File: src/rtl/ppu_a12_gen.sv
// ppu_a12_gen
//   PPU A12 pattern generator. Runs NTSC-style dot/scanline counters and
//   drives a registered A12 level that mirrors the pattern-table fetches of a
//   real PPU. Background fetches (dots 1..256, 321..336) follow bg_hi, and
//   sprite fetches (dots 257..320) follow spr_hi. In each 8-dot fetch group,
//   the last four dots are the pattern low/high fetches. This block is the
//   source side of mapper scanline-IRQ logic.
//
// Optional feature:
//   A12_GEN_ODD_SKIP_EN - when defined, an odd frame with rendering enabled
//   leaves the pre-render line after dot 339. Dot 340 is skipped.
//
// Ports:
//   clk          single clock
//   map_rst_n    synchronous active-low reset
//   render_en    rendering enabled; sampled on every dot_ce
//   bg_hi        background pattern table at $1000; sampled on every dot_ce
//   spr_hi       sprite pattern table at $1000; sampled on every dot_ce
//   ppu_a12      registered A12 level; changes on the same edge as dot
//   dot_ce       one-clk strobe per PPU dot
//   dot          current dot, 0..DOTS_PER_LINE-1
//   line         current line, 0..LINES_PER_FRAME-1 (last line is pre-render)
//   frame_odd    odd-frame flag
//   frame_start  one-clk pulse on the dot_ce that enters line 0, dot 0
module ppu_a12_gen #(
   parameter int CLK_PER_DOT     = 4,
   parameter int DOTS_PER_LINE   = 341,
   parameter int LINES_PER_FRAME = 262,
   parameter int VIS_LINES       = 240
) (
   input  logic       clk,
   input  logic       map_rst_n,
   input  logic       render_en,
   input  logic       bg_hi,
   input  logic       spr_hi,
   output logic       ppu_a12,
   output logic       dot_ce,
   output logic [8:0] dot,
   output logic [8:0] line,
   output logic       frame_odd,
   output logic       frame_start
);

   localparam int            PW        = $clog2(CLK_PER_DOT);
   localparam logic [PW-1:0] PRE_LAST  = PW'(CLK_PER_DOT - 1);
   localparam logic [8:0]    DOT_LAST  = 9'(DOTS_PER_LINE - 1);
   localparam logic [8:0]    LINE_LAST = 9'(LINES_PER_FRAME - 1);
   localparam logic [8:0]    VIS_END   = 9'(VIS_LINES);

   // The fetch windows are fixed by PPU timing. They stay fixed even if
   // the counter lengths are changed.
   localparam logic [8:0] BG_A_FIRST = 9'd1;
   localparam logic [8:0] BG_A_LAST  = 9'd256;
   localparam logic [8:0] SPR_FIRST  = 9'd257;
   localparam logic [8:0] SPR_LAST   = 9'd320;
   localparam logic [8:0] BG_B_FIRST = 9'd321;
   localparam logic [8:0] BG_B_LAST  = 9'd336;
`ifdef A12_GEN_ODD_SKIP_EN
   localparam logic [8:0] SKIP_DOT   = 9'd339;
`endif

   logic [PW-1:0] pre;

   logic       pre_wrap;
   logic       last_line;
   logic       odd_skip;
   logic       line_end;
   logic [8:0] dot_nx;
   logic [8:0] line_nx;
   logic       odd_nx;
   logic       rend_line;
   logic [2:0] grp;
   logic       pat_slot;
   logic       bg_zone;
   logic       spr_zone;
   logic       a12_nx;
   logic       top_nx;

   // Next dot/line and the A12 level for the dot being entered. All of
   // these are evaluated against the incoming position, so ppu_a12 lines
   // up with the dot it belongs to.
   always_comb begin
      pre_wrap  = (pre == PRE_LAST);
      last_line = (line == LINE_LAST);
      odd_skip  = 1'b0;
`ifdef A12_GEN_ODD_SKIP_EN
      odd_skip  = last_line && frame_odd && render_en && (dot == SKIP_DOT);
`endif
      line_end  = (dot == DOT_LAST) || odd_skip;

      dot_nx  = line_end ? 9'd0 : dot + 9'd1;
      line_nx = line;
      odd_nx  = frame_odd;
      if (line_end) begin
         if (last_line) begin
            line_nx = 9'd0;
            odd_nx  = ~frame_odd;
         end else begin
            line_nx = line + 9'd1;
         end
      end
      top_nx = (dot_nx == 9'd0) && (line_nx == 9'd0);

      rend_line = render_en && ((line_nx < VIS_END) || (line_nx == LINE_LAST));

      // The fetch group position is (dot-1) mod 8. Positions 4..7 are the
      // pattern fetches, and bit 2 of the group position marks them. At dot
      // 0 this wraps to 7, but no fetch window covers dot 0.
      grp      = dot_nx[2:0] - 3'd1;
      pat_slot = grp[2];
      bg_zone  = ((dot_nx >= BG_A_FIRST) && (dot_nx <= BG_A_LAST)) ||
                 ((dot_nx >= BG_B_FIRST) && (dot_nx <= BG_B_LAST));
      spr_zone = (dot_nx >= SPR_FIRST) && (dot_nx <= SPR_LAST);

      a12_nx = rend_line && pat_slot &&
               ((bg_zone && bg_hi) || (spr_zone && spr_hi));
   end

   always_ff @(posedge clk) begin
      if (!map_rst_n) begin
         pre         <= '0;
         dot         <= 9'd0;
         line        <= 9'd0;
         frame_odd   <= 1'b0;
         ppu_a12     <= 1'b0;
         dot_ce      <= 1'b0;
         frame_start <= 1'b0;
      end else begin
         dot_ce      <= pre_wrap;
         frame_start <= pre_wrap && top_nx;
         if (pre_wrap) begin
            pre       <= '0;
            dot       <= dot_nx;
            line      <= line_nx;
            frame_odd <= odd_nx;
            ppu_a12   <= a12_nx;
         end else begin
            pre <= pre + PW'(1);
         end
      end
   end

endmodule

File: config.mk
export PLATFORM = sky130hd
export DESIGN_NAME = ppu_a12_gen
export DESIGN_NICKNAME = d
export VERILOG_FILES = /design/src/rtl/ppu_a12_gen.sv
export SDC_FILE = /design/constraint.sdc
export NUM_CORES = 1
export LEC_CHECK = 0
export ABC_AREA = 1
export CAP_MARGIN = 5
export CORE_MARGIN = 3
export CORE_UTILIZATION = 35
export CTS_CLUSTER_SIZE = 30
export DETAILED_ROUTE_END_ITERATION = 8
export PLACE_DENSITY_LB_ADDON = 0.3
export SYNTH_ARGS = -nofsm -noshare
export SYNTH_HDL_FRONTEND = slang
export SYNTH_SLANG_ARGS = --single-unit
File: constraint.sdc
create_clock -name clk -period 1.8 [get_ports clk]
set_input_delay 0.18 -clock clk [delete_from_list [all_inputs] [get_ports clk]]
set_output_delay 0.18 -clock clk [all_outputs]
set_load 0.01 [all_outputs]
### Yosys cells after proc, flatten, opt, wreduce, memory -nomap -nowiden

Index checks and enable logic that the tools add are counted.

* mux-type cells: 3
* reduce and logical (&&, ||, !) cells: 17
* order comparisons: 7
* $add $sub $neg: 4
* equal/unequal tests: 4
* bitwise logic cells: 2

Operator list (count)
* == test 9 bit, second input constant: 3
* <= comparator 9 bit, second input constant: 3
* two-way mux 9 bit: 3
* adder 9 x 1 -> 9 bit, second input constant: 2
* >= comparator 9 bit, second input constant: 2
* zero test 9 bit: 2
* logical AND 1 bit: 10
* >= comparator 9 x 1 -> 1 bit, second input constant: 1
* less-than comparator 9 x 8 -> 1 bit, second input constant: 1
* logical OR 1 bit: 3
* AND reduction 3 bit: 1
* subtractor 3 x 1 -> 3 bit, second input constant: 1
* adder 2 x 1 -> 2 bit, second input constant: 1
* == test 2 bit, second input constant: 1
* inverter 1 bit: 2
* OR reduction 2 bit: 1

* word-level logic and storage cells: 44
* bits in registers: 24

### Logic depth before layout (Yosys ltp)

* depth after elaboration: 8
* depth in mapped cells: 17

### Least setup slack after synthesis

No wires, ideal clock.

* path kind: register -> register
* start: register dot[0]
* end: register ppu_a12
* setup time: 0.112 ns
* clock period less this slack: 1.776 ns
* data arrival time: 1.664 ns
* data required time: 1.688 ns
* path slack: 0.024 ns
* stages on the path, launching flop included: 18
* cells stage by stage: dfxtp_1 > inv_1 > ha_1 > nand2_1 > nor2_2 > nand2_4 > buf_6 > nand2_1 > nand2_1 > inv_1 > nor2_1 > nand2_1 > nand2_1 > nand2_1 > nand2_1 > nor2_1 > nand2_1 > nand2_1

* word-level cells in the longest chain between the ends: 8
* elaborated cells on any way between the ends: 24

RTL lines
* from (decl): line 38 `output logic [8:0] dot,`
* from (signal assigned): line 133 `dot <= dot_nx;`
* adder 9 x 1 -> 9 bit / == test 9 bit (equally long branches): line 91, 89
* two-way mux 9 bit: line 91 `dot_nx = line_end ? 9'd0 : dot + 9'd1;`
* >= comparator 9 x 1 -> 1 bit, or another cell as far along: line 111 `bg_zone = ((dot_nx >= BG_A_FIRST) && (dot_nx <= BG_A_LAST)) ||`
* logical AND 1 bit (on tied branches): line 111, 112
* logical OR 1 bit: line 111
* logical AND 1 bit: line 116 `((bg_zone && bg_hi) || (spr_zone && spr_hi));`
* logical OR 1 bit: line 116
* logical AND 1 bit (*): line 115 `a12_nx = rend_line && pat_slot &&`
* to (signal assigned): line 136 `ppu_a12 <= a12_nx;`
* to (decl): line 36 `output logic ppu_a12,`

Mark *: on every way between the ends. The rest lies on a longest branch, timed or not.
A chain may end at the register's enable or synchronous reset.

### Worst setup path in the final report

* start: register dot[1]
* end: register frame_start

* word-level cells in the longest chain between the ends: 5
* elaborated cells on any way between the ends: 8

RTL lines
* adder 9 x 1 -> 9 bit / == test 9 bit (equally long branches): line 91, 89
* two-way mux 9 bit (on tied branches): line 91, 94
* zero test 9 bit: line 102 `top_nx = (dot_nx == 9'd0) && (line_nx == 9'd0);`
* logical AND 1 bit (*): line 102
* logical AND 1 bit (*): line 130 `frame_start <= pre_wrap && top_nx;`
* to (signal assigned): line 130
* to (decl): line 41 `output logic frame_start`

Marks and branches as above.

==> impl.org <==
** Detailed routing
- In the final routed layout, each cell accounts on average for 12.76 µm.
- Detailed routing inserted a total of roughly 1,900 vias.
- In the routed design, unresolved DRC markers number 0.
- After the first detailed-routing iteration, the DRC count stood at 123.
- Sum of routed wire length over all layers :: 4.747 mm
- First-pass iteration count of the detailed router :: 5
- Ratio of routed vias to standard cells :: 5.038
- The detail route stage leaves a number of antenna-violating nets equal to 0.

** Power and ir drop
- Peak ir drop on the vdd network :: 0.0003220 V
- The share of total power dissipated in the clock network is 36.8%.
- Combinational group share of total power :: between 10% and 20%
- In this run the power spent charging and discharging nets is about 240 µW.
- Overall power consumption after layout is estimated at 1.017 mW.
- P_leak :: 1.048 nW
- In this run switching power makes up 23.36% of total power.
- Total power per unit cell area :: 417.7 nW/µm²
- The share of total power dissipated in sequential elements is a little over half.
- Cell internal power was estimated by the tool at around 800 µW.

** Placement
- Summing all placed instances gives a cell area of 2180 µm².
- Routability-driven placement finished with a final weighted congestion of 0.8804.
- After legalization and detailed placement, the total HPWL measured 3.419 mm.
- Input and output buffers added on the ports amount to 26.
- Before CTS, the worst setup slack after placement is -108.0 ps.
- Placed cells :: 361

** Global routing
- The via count of the first global-routing pass was between 1,500 and 2,000.
- Global-route usage over all layers :: 17.05%
- Number of antenna violations at the first check in global routing :: 0
- After global routing the overflow that remains totals 0.
- The first global-routing pass estimated around 7.5 mm of wire.
- Pin count of the biggest net entering global routing :: 15

** Run status
- The run finished, with violations left.
- Violations in the final reports :: negative setup slack

** Floorplanning
- From bottom edge to top edge, the die measures 75.06 µm.
- The floorplan step defined a core boundary enclosing 4474 µm².
- Initial Util :: 37.30%
- During I/O placement, the number of pins put on the boundary was 27.
- Row cnt :: 24
- Die Area :: 5633 µm²
- Die Span X :: 75.06 µm

** Setup path
- For the worst setup path, the data required time is 2000 ps.
- Worst Reg2Reg Path Length in Cells :: 11
- Cell with the biggest individual delay on the critical path :: dfxtp_4
- By startpoint and endpoint, the worst setup path is classified as reg2reg.
- Crit path largest cell delay :: 370 ps
- Of all nets on the critical path, the largest fanout is 7.
- STA classifies the critical path startpoint as a flip-flop.
- Critical Path, Cell by Cell :: inv_4 -> ha_4 -> nand2_4 -> nor2_4 -> nand2_4 -> buf_12 -> nor2_4 -> nand4_4 -> xor2_2 -> nand4_1 -> nor3_2
- Type of element capturing the critical path :: flip-flop
- Worst Path Arrival :: about 2000 ps

** STA
- Number of hold-slack violations in the final timing report :: 0
- Unrepaired setup endpoints after global routing :: true
- In the final timing run, aggregate negative setup slack is -44.86 ps.
- The number of max-slew violations in the final report came to 0.
- Max-slew headroom at the worst pin :: 80.20%
- For the pin with the worst max-slew slack, the measured transition is 295.9 ps.
- Clock skew on the completed layout was measured at 4.698 ps.
- Upper clock frequency limit :: 547.3 MHz
- Post-layout worst setup margin :: -27.09 ps
- The worst path uses 101.5% of the clock period.
- Hold is met by 426.8 ps.
- Clock period minus worst slack :: about 1800 ps
- Final number of setup-violating endpoints :: 2

** CTS
- Counting along the longest clock path gives a buffer depth of 2.
- Insertion delay of the later-clocked pin in the worst-skew pair :: 270 ps
- After clock tree synthesis, the clock-pin slew on the worst setup and hold paths is 90 ps.
- Clk sinks :: 24
- TritonCTS built the clock tree.
- Number of buffers created by CTS :: 3
- Number of buffers inserted by hold repair at cts :: 0
- Master cell of the clock root buffer :: clkbuf_8
- CTS H-tree lvls :: 1

** Job
- Max_cap viols :: 0

** Worst hold path
- The min-delay analysis places its worst path in the category reg2reg.
- Counting instances, the worst hold path has a depth of 1.

** Synth
- Summing every instance area after synthesis gives 1669 µm².
- Total number of yosys warnings :: 0
- In the post-synthesis netlist, the biggest area contributors are dfxtp_1 29%, nand2_1 17%, inv_1 7.2%, nand3_1 6.9%, nor2_1 5.8%.
- Flip-flop and latch count after synthesis :: 24
- Multiplexer share of the synthesized area :: 0%
- Net count after synthesis :: between 200 and 300
- The biggest area contributor in the post-synthesis netlist is dfxtp_1.
- Mean cell area of the mapped netlist :: between 6 and 7 µm²
- Of the total synthesized cell area, the portion taken by XOR and XNOR cells is 2.624%.
- Post-Synth Adder-Cell Area :: about 3.7%
- Post-Syn Instances :: between 200 and 300
- Of the synthesized area, sequential elements account for 28.79%.
- In this run the biggest area consumer among cell types represents 28.79% of the synthesized area.
- Of the total synthesized cell area, the portion taken by AND, OR, NAND and NOR gates is 43.55%.
- Summing the areas of all compound-gate instances in the mapped netlist gives 10.79% of the synthesized area.
- Yosys cell types :: 31
- Dominant combinational cell family by area after synthesis :: simple AND/OR/NAND/NOR gates

** Final layout
- Most common library cell in the layout ignoring fill and taps :: nand2_1
- The post-route netlist has 28.13% of its cells at a drive strength greater than 1.
- Leading cell types in the layout, fill and taps excluded :: 71 x nand2_1, 31 x buf_4, 29 x inv_1
- Net count of the finished layout :: 331
- Area grow syn2layout :: 45.88%
- Share of the core filled with cells in the final layout :: 54.42%
- Once layout is done, the placed cells without fillers occupy 2435 µm².
- The number of antenna diodes in the final layout is 0.
- Finished Layout Cells :: 372
## cell usage after synthesis
| master | instances |
|---|---|
| a21oi_1 | 4 |
| a21oi_2 | 1 |
| buf_4 | 1 |
| buf_6 | 2 |
| clkbuf_1 | 2 |
| clkinv_1 | 1 |
| dfxtp_1 | 24 |
| ha_1 | 5 |
| inv_1 | 32 |
| inv_2 | 2 |
| inv_4 | 1 |
| nand2_1 | 77 |
| nand2_2 | 6 |
| nand2_4 | 1 |
| nand3_1 | 23 |
| nand3_2 | 3 |
| nand3b_1 | 1 |
| nand4_1 | 5 |
| nand4_2 | 1 |
| nor2_1 | 26 |
| nor2_2 | 5 |
| nor2_4 | 3 |
| nor3_1 | 2 |
| nor3b_1 | 1 |
| nor3b_2 | 1 |
| o211ai_1 | 1 |
| o21ai_0 | 8 |
| o21ai_1 | 1 |
| o21ai_2 | 2 |
| o22ai_1 | 13 |
| xor2_1 | 5 |
## registers in the layout (all words and copies together) (netlist names)
name         cells
frame_start      1
dot_ce           1
frame_odd        1
line             9
pre              2
ppu_a12          1
dot              9
## metal layers
| layer | part of all wire, % | GRT usage (%) |
|---|---|---|
| met1 | 48 | 25.22 |
| met2 | 45 | 26.21 |
| met3 | 5.5 | 2.403 |
| met4 | 0.59 | 3.557 |
| met5 | 0 | 0 |
## critical path, delay by kind of cell, from the launching register on
kind	cells	cell delay (ps)
adder cells (fa/ha/maj)	1	130
AND/OR/NAND/NOR	7	840
buffers and inverters	2	220
flip-flops	1	370
XOR/XNOR	1	180
## final cells by class
type,count,area [µm²]
sequential,24,494.2
timing repair buffer,60,535.5
multi-input combinational,196,1132
fill,426,2039
tap,52,65.06
inverter,36,152.6
clock buffer,4,55.05
## power by group through the flow
stage | clock network (mW) | registers (mW) | logic (mW)
after floorplan | 0 | 0.557 | 0.0417
after global placement | 0 | 0.555 | 0.0852
after detailed placement | 0 | 0.556 | 0.0848
after CTS | 0.394 | 0.544 | 0.0882
after global routing | 0.414 | 0.541 | 0.114
final | 0.375 | 0.540 | 0.102
## cell families (layout without fill, tap and decap cells)
| group | Yosys count | count (layout) |
|---|---|---|
| DFF | 24 | 24 |
| and+or+nand+nor | 155 | 156 |
| adders and majority gates | 5 | 5 |
| buffers and inverters | 41 | 100 |
| AOI/OAI and AO/OA | 30 | 30 |
| xor gates and xnor gates | 5 | 5 |
## repair_timing
item | CTS | global route
buffers inserted | 1 | 5
pin swaps | 2 | 16
cloned | 1 | 0
endpoints found under the setup margin | 2 | 2
gates resized for setup | 9 | 34
## worst paths after layout
path,end,slack (ps),startpoint
setup / recovery,frame_start,-30,dot[1]
hold / removal,pre[0],430,pre[0]
setup reg to reg,frame_start,-30,dot[1]
hold reg to reg,pre[0],430,pre[0]
No activity file was read; power rests on OpenSTA's default activity.
